<file path="src/rtl/fft_bar_sequencer.sv">
// Frame sequencer for the spectrum bar writer: fetches one FFT magnitude per bar,
// scales/saturates it to a 7-bit height and hands it to the writer, left channel first.
module fft_bar_sequencer #(
  parameter int BAR_COUNT = 64,
  parameter int IDX_W     = 6,
  parameter int MAG_SHIFT = 4
) (
  input  logic             Clock,
  input  logic             Reset,
  input  logic             FrameStart,
  input  logic             TopEnable,
  output logic             MagRdEn,
  output logic [IDX_W:0]   MagAddr,
  input  logic [15:0]      MagData,
  output logic             WrStart,
  output logic [6:0]       Bar,
  input  logic             WrEnd,
  output logic             NewFrame,
  output logic             LRChange,
  output logic             DrawTop,
  output logic             Busy,
  output logic             FrameDone,
  output logic             Overrun
);

  typedef enum logic [2:0] {IDLE, FETCH, DATA, START, WAIT_END, NEXT} state_t;

  localparam logic [IDX_W-1:0] LAST_IDX = IDX_W'(BAR_COUNT - 1);

  state_t           state, state_nxt;
  logic             chan, chan_nxt;
  logic [IDX_W-1:0] idx, idx_nxt;
  logic             pending, pending_nxt;
  logic             first, first_nxt;
  logic             draw_top_nxt;
  logic             overrun_nxt;
  logic [6:0]       bar_nxt;
  logic             accept;
  logic             last_bar;

  function automatic logic [6:0] sat_bar(input logic [15:0] mag);
    logic [15:0] h;
    h = mag >> MAG_SHIFT;
    return (h > 16'd127) ? 7'd127 : h[6:0];
  endfunction

  assign last_bar = (idx == LAST_IDX);

  always_comb begin
    state_nxt    = state;
    chan_nxt     = chan;
    idx_nxt      = idx;
    pending_nxt  = pending;
    first_nxt    = first;
    draw_top_nxt = DrawTop;
    overrun_nxt  = 1'b0;
    bar_nxt      = Bar;
    accept       = 1'b0;

    // One trigger may queue behind the running frame; any further one is dropped.
    if (state != IDLE && FrameStart) begin
      if (pending) overrun_nxt = 1'b1;
      else         pending_nxt = 1'b1;
    end

    case (state)
      IDLE:     if (FrameStart || pending) accept = 1'b1;
      FETCH: begin
        first_nxt = 1'b0;
        state_nxt = DATA;
      end
      DATA: begin
        bar_nxt   = sat_bar(MagData);
        state_nxt = START;
      end
      START:    state_nxt = WAIT_END;
      WAIT_END: if (WrEnd) state_nxt = NEXT;
      NEXT: begin
        if (!last_bar) begin
          idx_nxt   = idx + 1'b1;
          state_nxt = FETCH;
        end else if (!chan) begin
          chan_nxt  = 1'b1;
          idx_nxt   = '0;
          state_nxt = FETCH;
        end else if (pending) begin
          accept = 1'b1;
        end else begin
          state_nxt = IDLE;
        end
      end
      default:  state_nxt = IDLE;
    endcase

    if (accept) begin
      pending_nxt  = 1'b0;
      chan_nxt     = 1'b0;
      idx_nxt      = '0;
      draw_top_nxt = TopEnable;
      first_nxt    = 1'b1;
      state_nxt    = FETCH;
    end
  end

  always_ff @(posedge Clock or posedge Reset) begin
    if (Reset) begin
      state   <= IDLE;
      chan    <= 1'b0;
      idx     <= '0;
      pending <= 1'b0;
      first   <= 1'b0;
      DrawTop <= 1'b0;
      Overrun <= 1'b0;
      Bar     <= '0;
    end else begin
      state   <= state_nxt;
      chan    <= chan_nxt;
      idx     <= idx_nxt;
      pending <= pending_nxt;
      first   <= first_nxt;
      DrawTop <= draw_top_nxt;
      Overrun <= overrun_nxt;
      Bar     <= bar_nxt;
    end
  end

  // Strobes are pure state decodes so no input reaches an output combinationally.
  assign MagRdEn   = (state == FETCH);
  assign MagAddr   = {chan, idx};
  assign NewFrame  = (state == FETCH) && first;
  assign WrStart   = (state == START);
  assign LRChange  = (state == NEXT) && last_bar && !chan;
  assign FrameDone = (state == NEXT) && last_bar && chan;
  assign Busy      = (state != IDLE);

endmodule

</file>
<file path="config.mk">
export PLATFORM = sky130hd
export DESIGN_NAME = fft_bar_sequencer
export DESIGN_NICKNAME = d
export VERILOG_FILES = /design/src/rtl/fft_bar_sequencer.sv
export SDC_FILE = /design/constraint.sdc
export NUM_CORES = 1
export LEC_CHECK = 0
export CORE_MARGIN = 2
export CORE_UTILIZATION = 45
export CTS_BUF_LIST = sky130_fd_sc_hd__clkbuf_8
export DETAILED_ROUTE_END_ITERATION = 8
export DONT_BUFFER_PORTS = 1
export GPL_ROUTABILITY_DRIVEN = 0
export GPL_TIMING_DRIVEN = 0
export SYNTH_ARGS = -nofsm -noshare
export SYNTH_HDL_FRONTEND = slang
export SYNTH_SLANG_ARGS = --single-unit
</file>
<file path="constraint.sdc">
create_clock -name Clock -period 3.3 [get_ports Clock]
set_clock_uncertainty 0.15 [all_clocks]
set_input_delay 0.33 -clock Clock [delete_from_list [all_inputs] [get_ports Clock]]
set_output_delay 0.33 -clock Clock [all_outputs]
set_load 0.02 [all_outputs]
</file>
* After elaboration in Yosys (flattened, before gate mapping)
Index checks and enable logic that the tools add are counted.
** Storage, ports and cells
- Logic and storage cells :: 60
- Register bits after elaboration :: 21
- Bits of input ports :: 21
- Output and inout port bits :: 22
** Cells by class
- Add/sub/neg operators :: 1
- $lt $le $gt $ge :: 1
- Mux-type cells :: 24
- Reduce and logical (&&, ||, !) cells :: 16
- Equality and inequality tests :: 10
** Operators with widths (count)
- 6-bit two-way mux :: 4
- 3-bit case mux with 6 select lines :: 1
- 3-bit two-way mux :: 5
- 12-bit by 7-bit greater-than comparator with 1-bit output, second input constant :: 1
- 1-bit two-way mux :: 12
- 2-bit nonzero test :: 4
- 7-bit two-way mux :: 1
- 6-bit by 1-bit adder with 6-bit output, second input constant :: 1
- 3-bit by 2-bit equality test with 1-bit output, second input constant :: 2
- 3-bit equality test, second input constant :: 2
- 6-bit equality test, second input constant :: 1
- 3-bit != test, second input constant :: 2
- 1-bit logical AND :: 5
- 5-bit != test, second input constant :: 1
- 2-bit AND reduction :: 2
- 3-bit by 1-bit equality test with 1-bit output, second input constant :: 1
- 3-bit logical NOT :: 1
- 3-bit AND reduction :: 1
- 3-bit nonzero test :: 1
- 2-bit != test, second input constant :: 1
- 1-bit case mux with 2 select lines :: 1
- 1-bit logical NOT :: 1
- 1-bit logical OR :: 1

* Logic depth before layout (Yosys ltp)
Gate-level depths: netlist of run 1.
- Depth in word-level cells :: 6
- Gate-level depth with buffers :: 6
- Depth with buffers taken out :: 5

* Least setup slack after synthesis of run 1
OpenSTA, ideal clock, no wires.
- Path kind :: register to output
- From :: reg state[2]
- To :: out NewFrame
- Path buffers :: 1
- Required time :: 2.820 ns
- Arrival :: 1.436 ns
- Stages on the path, launching flop included :: 4
- Path slack :: 1.384 ns
- Cells stage by stage :: dfrtp_1 > buf_4 > nor3b_1 > and2_1
** On the way
- Cells in the longest elaborated chain, start to end :: 2
** Ends and longest elaborated chain
- start: declaration :: line 30 : state_t state, state_nxt;
- start signal: assignment :: line 116 : state <= state_nxt;
- 3-bit by 1-bit equality test with 1-bit output
- named net MagRdEn :: line 12 : output logic MagRdEn,
- 1-bit logical AND :: line 130 : assign NewFrame = (state == FETCH) && first;
- end: declaration :: line 18 : output logic NewFrame,
The timed path passes the listed nets, and every way through them passes these cells.

* Worst setup path after layout of run 1
- From :: reg idx[0]
- To :: out FrameDone
** On the way
- Cells in the longest elaborated chain, start to end :: 3
** Ends and longest elaborated chain
- start: declaration :: line 32 : logic [IDX_W-1:0] idx, idx_nxt;
- start signal: assignment :: line 118 : idx <= idx_nxt;
- 6-bit equality test :: line 47 : assign last_bar = (idx == LAST_IDX);
- 1-bit logical AND (2 in series) :: line 133 : assign FrameDone = (state == NEXT) && last_bar && chan;
- end: declaration :: line 22 : output logic FrameDone,
No other way between the ends.

==> summary.md, run 1 <==
| Metric | Value |
|---|---|
| Ranking of synthesized cells by area | `dfrtp_1 51%, o22a_1 6.0%, nand3_1 2.9%` |
| Synthesized Nets | `114` |
| Detailed placement HPWL | `1.33 mm` |
| Syn_area_per_cell | `approximately 11 um^2` |
| Die height | `51.8 um` |
| DRT antenna net count | `0` |
| Top cell type by total area after synthesis | `dfrtp_1` |
| Initial antenna violation count | `0` |
| Nets@finish | `120` |
| Final setup violation count | `0` |
| Most frequent cells in the layout | `21 x dfrtp_1, 8 x nor2_1, 7 x o22a_1` |
| Antenna diode count | `0` |
| Die W | `51.8 um` |
| Final hold violation count | `0` |
| Critical R2R Capture | `pending` |
| PortBufs | `0` |
| Remaining routing DRC violations | `0` |
| Clock root cell | `clkbuf_8` |
| Synth Register Bits | `21` |
| Vias in the first global route | `around 660` |
| RR Startpoint | `idx[0]` |
| Synth cell types | `38` |
| FF-to-FF setup slack | `roughly 1.2 ns` |
| Critical Path RT | `2.82 ns` |
| Most common cell after layout, fill and taps aside | `dfrtp_1` |
| Total Routing Usage GR | `between 10% and 20%` |
| DR vias/cell | `5.82` |
| Syn Inst Count | `92` |
| CP Capture Type | `primary output` |
| CP Launch Point | `idx[0]` |
| Clock buffer depth | `2` |
| Global route total overflow | `0` |
| Initial core utilization | `46.9%` |
| Io pins | `43` |
| Num rows | `17` |
| Crit path cell chain | `ha_1, nand3_1, nor3_1` |
| Crit-path max cell delay | `0.63 ns` |
| First-pass GRT wire length | `around 2.9 mm` |
| Hold slack | `around 0.043 ns` |
| Via count | `728` |
| Crit-path max FO | `5` |
| Lkg Pwr | `0.458 nW` |
| Worst-margin pin slew | `around 0.8 ns` |
| Worst reg-to-reg path cell count | `4` |
| H-tree depth | `1` |
| Setup crit end | `FrameDone` |
| Kind of critical path | `reg2out` |
| Iter 0 DRT Violations | `6` |
| Clk sinks | `21` |
| Max cap viols | `0` |
| CP startpoint kind | `register` |
| Critical path's slowest cell | `nor3_1` |
| TritonCTS Buffers | `3` |
| Status | `finished, final reports clean` |
| Hold crit path type | `in2reg` |
| Hold path depth | `1` |
| Post_cts resized | `0` |
| RSZ-0062 raised after global routing | `no` |
| # Post-CTS Setup Buffers | `0` |
| Syn Std Cell Area | `1030 um^2` |
| Clock Latency Late Sink | `0.26 ns` |
| Largest net degree at the start of global routing | `22` |
| Highest attainable clock frequency | `425 MHz` |
| Avg WL per Cell | `14.4 um` |
| Ys Warns | `0` |
| Die area | `between 2000 and 3000 um^2` |
| TritonCTS clock tree | `built` |
| Core Area | `between 2000 and 2500 um^2` |
| Layout area overhead | `8.88%` |
| Hold-fix buffers at CTS | `1` |
| Fin util | `approximately 50%` |
| Crit path time final | `~2.4 ns` |
| Relative slew slack | `46.8%` |
| Layout cell share with drive strength beyond 1 | `16.5%` |
| Final Cycle Share | `approximately 71%` |
| Arr. time, crit path | `about 1.9 ns` |
| TNS Setup | `0 ns` |
| Share of the synthesized area in the top cell type | `51.1%` |
| Max Slew Vio Count | `0` |
| Final WL | `1.80 mm` |
| Register area share after synthesis | `between 50% and 60%` |
| Max VDD drop | `0.461 mV` |
| PD cells | `819 nW/um^2` |
| Clock Pin Slew Worst Setup and Hold Paths | `0.08 ns` |
| Pre-Repair DR Iteration Count | `3` |
## state kept, by name, summed over array words and instances, names as in the netlist
name and cells:
Bar 7, idx 6, state 3, DrawTop 1, Overrun 1, chan 1
first 1, pending 1
## metal layers
layer,global-route usage [%],part of all wire (%),vias up
met5,0,0,-
met4,5.26,0.50,0
met3,7.76,12,2
met2,23.1,45,35
met1,16.7,42,337
li1,-,-,354
## worst max-delay path, delay by kind of cell (launching register included)
| family | cells | cell delay, ns |
|---|---|---|
| DFF | 1 | 0.53 |
| and+or+nand+nor | 2 | 0.78 |
| adders and majority gates | 1 | 0.30 |
## power by group
part	internal (mW)	switching [mW]	total, mW
registers	0.319	0.0880	0.407
clock network	0.0841	0.0838	0.168
logic	0.150	0.192	0.342
## kinds of logic after synthesis
family                     after synthesis  synth area share (%)
xor gates and xnor gates                 2                  1.70
adders and majority gates                1                  1.22
DFF                                     21                  51.1
buffers and inverters                    8                  5.11
AOI/OAI and AO/OA                       22                  16.3
muxes                                    2                  2.19
and+or+nand+nor                         36                  22.4
## synth_stat cells (all sizes together)
cell     count
a2111oi      1
a211o        2
a211oi       1
a21o         1
a21oi        1
a22o         1
a31o         1
a31oi        2
and2         1
and3         4
and3b        1
and4b        1
buf          4
dfrtp       21
ha           1
inv          4
mux2         2
nand2        1
nand3        6
nand3b       1
nand4b       1
nor2         9
nor2b        1
nor3         5
nor3b        2
nor4         1
o211ai       1
o21a         1
o21ai        3
o22a         7
or3          2
xnor2        1
xor2         1
## cell type report
| cell class | count | area [um^2] |
|---|---|---|
| sequential | 21 | 526 |
| clock buffer | 3 | 41.3 |
| clock inverter | 1 | 5.00 |
| fill | 207 | 1070 |
| timing repair buffer | 1 | 10.0 |
| inverter | 4 | 15.0 |
| multi-input combinational | 63 | 450 |
| buffer | 4 | 37.5 |
| tap | 28 | 35.0 |
## worst min path at each step
stage,slack (ns),endpoint,from
5_1_grt,0.03,Bar[5],MagData[9]
2_1_floorplan,0.16,Bar[0],Reset
3_3_place_gp,0.25,Bar[3],Reset
4_1_cts,0.03,Bar[5],MagData[9]
6_report,0.04,Bar[5],MagData[9]
3_5_place_dp,0.26,Bar[4],Reset
## through the flow
step	instance area (um^2)	power, mW	std cells	worst slack, ns
after global routing	1120	0.983	125	0.822
after global placement	1060	0.749	120	1.27
final	1120	0.917	125	0.947
after floorplan	1030	0.702	92	1.38
after detailed placement	1060	0.757	120	1.25
after CTS	1120	0.931	125	0.938
(Power assumes the default switching activity.)
==> run 2: changes to the inputs <==
- clock period: 3.3 -> 2.2 ns (I/O delays scaled with it)
==> run 2 against run 1 <==
Net effect:
- first-iteration DRC count decreased by 17%
- sequential power increased by 50%
- sequential share of layout area decreased by 4.0 points
- count of clock-buffer cells in the layout unchanged
- combinational power increased by 56%
- routed wire length increased by 5.4%
- register-to-register slack got worse by 1.1 ns
- sequential cell count unchanged
- total power increased by 53%
- clock power increased by 51%
- setup slack got worse by 0.79 ns
==> summary.md, run 2 (same netlist as run 1, synthesis figures left out) <==
| Metric | Value |
|---|---|
| Relative slew slack | `48.6%` |
| FF-to-FF setup slack | `0.16 ns` |
| Initial core utilization | `46.9%` |
| DR vias/cell | `5.80` |
| PD cells | `1140 nW/um^2` |
| Iter 0 DRT Violations | `5` |
| Num rows | `17` |
| PortBufs | `0` |
| Most common cell after layout, fill and taps aside | `dfrtp_1` |
| Reg power frac | `43.7%` |
| Status | `finished, final reports clean` |
| Arr. time, crit path | `~2.0 ns` |
| Total Routing Usage GR | `15.9%` |
| Clock root cell | `clkbuf_8` |
| Fin area | `1220 um^2` |
| Final WL | `1.90 mm` |
| First-pass GRT wire length | `3.13 mm` |
| Kind of critical path | `reg2reg` |
| PnR Total Power | `1.40 mW` |
| Final setup violation count | `0` |
| Place WS | `0.155 ns` |
| Final WS setup | `0.161 ns` |
| Fin util | `55.9%` |
| TNS Setup | `0 ns` |
| Comb power frac | `38.2%` |
| Critical Path RT | `2.20 ns` |
| Max reg flops | `7` |
| Nets@finish | `129` |
| Post-DP Area | `approximately 1100 um^2` |
| Lkg Pwr | `0.498 nW` |
| Clock Pin Slew Worst Setup and Hold Paths | `0.08 ns` |
| Core Area | `2190 um^2` |
| # Post-CTS Setup Buffers | `0` |
| Most frequent cells in the layout | `21 x dfrtp_1, 10 x dlygate4sd3_1, 8 x nor2_1` |
| Clock Latency Late Sink | `0.26 ns` |
| Detailed placement HPWL | `1.33 mm` |
| Hold slack | `0.110 ns` |
| Max cap viols | `0` |
| Io pins | `43` |
| TritonCTS Buffers | `3` |
| Avg WL per Cell | `around 14 um` |
| Switch Pwr | `0.554 mW` |
| Vias in the first global route | `approximately 720` |
| Sw Share | `between 30 and 40%` |
| Max VDD drop | `0.696 mV` |
| Global route total overflow | `0` |
| Highest attainable clock frequency | `490 MHz` |
| Final hold violation count | `0` |
| Largest Register | `Bar` |
| Die area | `roughly 2700 um^2` |
| RSZ-0062 raised after global routing | `no` |
| Crit path time final | `~2 ns` |
| Layout cell share with drive strength beyond 1 | `approximately 18%` |
| CP startpoint kind | `register` |
| Clk sinks | `21` |
| Pre-Repair DR Iteration Count | `2` |
| Final Cycle Share | `92.7%` |
| Layout area overhead | `19.1%` |
| CP Capture Type | `register` |
| Largest net degree at the start of global routing | `22` |
| Remaining routing DRC violations | `0` |
| Die height | `51.8 um` |
| Internal | `0.844 mW` |
| Top flop regs | `Bar: 7 flops, idx: 6 flops, state: 3 flops` |
| Hold crit path type | `in2reg` |
| Clock buffer depth | `2` |
| Die W | `51.8 um` |
| Finished Layout Cells | `between 100 and 150` |
| H-tree depth | `1` |
| Max Slew Vio Count | `0` |
| Initial antenna violation count | `0` |
| TritonCTS clock tree | `built` |
| Worst-margin pin slew | `0.770 ns` |
| Antenna diode count | `0` |
| Crit-path max FO | `5` |
| Via count | `about 780` |
| Fillcell total | `197` |
| Placed Cells | `120` |
| DRT antenna net count | `0` |
| Clk network pwr share | `18.1%` |
==> run 2: changes by cell type in the layout (fill, tap and decap cells not counted) <==
cell           before  now
nor3_1              4    2
nor3_2              0    2
nor3b_1             1    0
dlygate4sd3_1       1   10
nor3b_2             0    1
==> run 2: timing repair <==
item | CTS | global route
resized for setup | 1 | 2
hold buffers | 10 | 0
endpoints found under the hold margin | 30 | 0
endpoints found under the setup margin | 1 | 2
gates cloned | 0 | 0
==> run 2: layout make-up <==
cell class	instances	area [um^2]	area share (%)
flip-flops and latches	21	526	42.9
clock buffers	3	41.3	3.37
multi-input cells	63	465	38.0
repair buffers	10	100	8.17
inverters	4	15.0	1.23
plain buffers	4	37.5	3.06
clock inverters	1	5.00	0.409
well taps	28	35.0	2.86
==> run 2: per-layer routing <==
metal	wire, um	part of all wire [%]	up-vias	global-route usage, %
met4	9	0.47	0	5.26
met2	887	47	33	26.7
li1	-	-	370	-
met1	808	43	372	17.9
met5	0	0	-	0
met3	193	10	2	7.18
==> run 2: final timing paths <==
check	start	cells after the start	to
setup / recovery	idx[0]	5	DrawTop
hold / removal	FrameStart	2	pending
setup reg to reg	idx[0]	5	DrawTop
hold reg to reg	first	2	first
max in group asynchronous	Reset	2	state[2]
min in group asynchronous	Reset	2	idx[0]
==> run 2: worst max-delay path, cell delays in order, from the launching register on <==
cell and delay (ns):
dfrtp_1 0.53, ha_1 0.30, nand3_1 0.16, nor2_1 0.23, a31o_2 0.23, mux2_2 0.33
==> run 2: power groups by stage <==
stage               clock network (mW)  registers [mW]  logic (mW)
floorplan                            0           0.600       0.452
global placement                     0           0.615       0.507
detailed placement                   0           0.620       0.515
CTS                              0.266           0.613       0.531
global route                     0.282           0.624       0.594
finish                           0.254           0.611       0.534
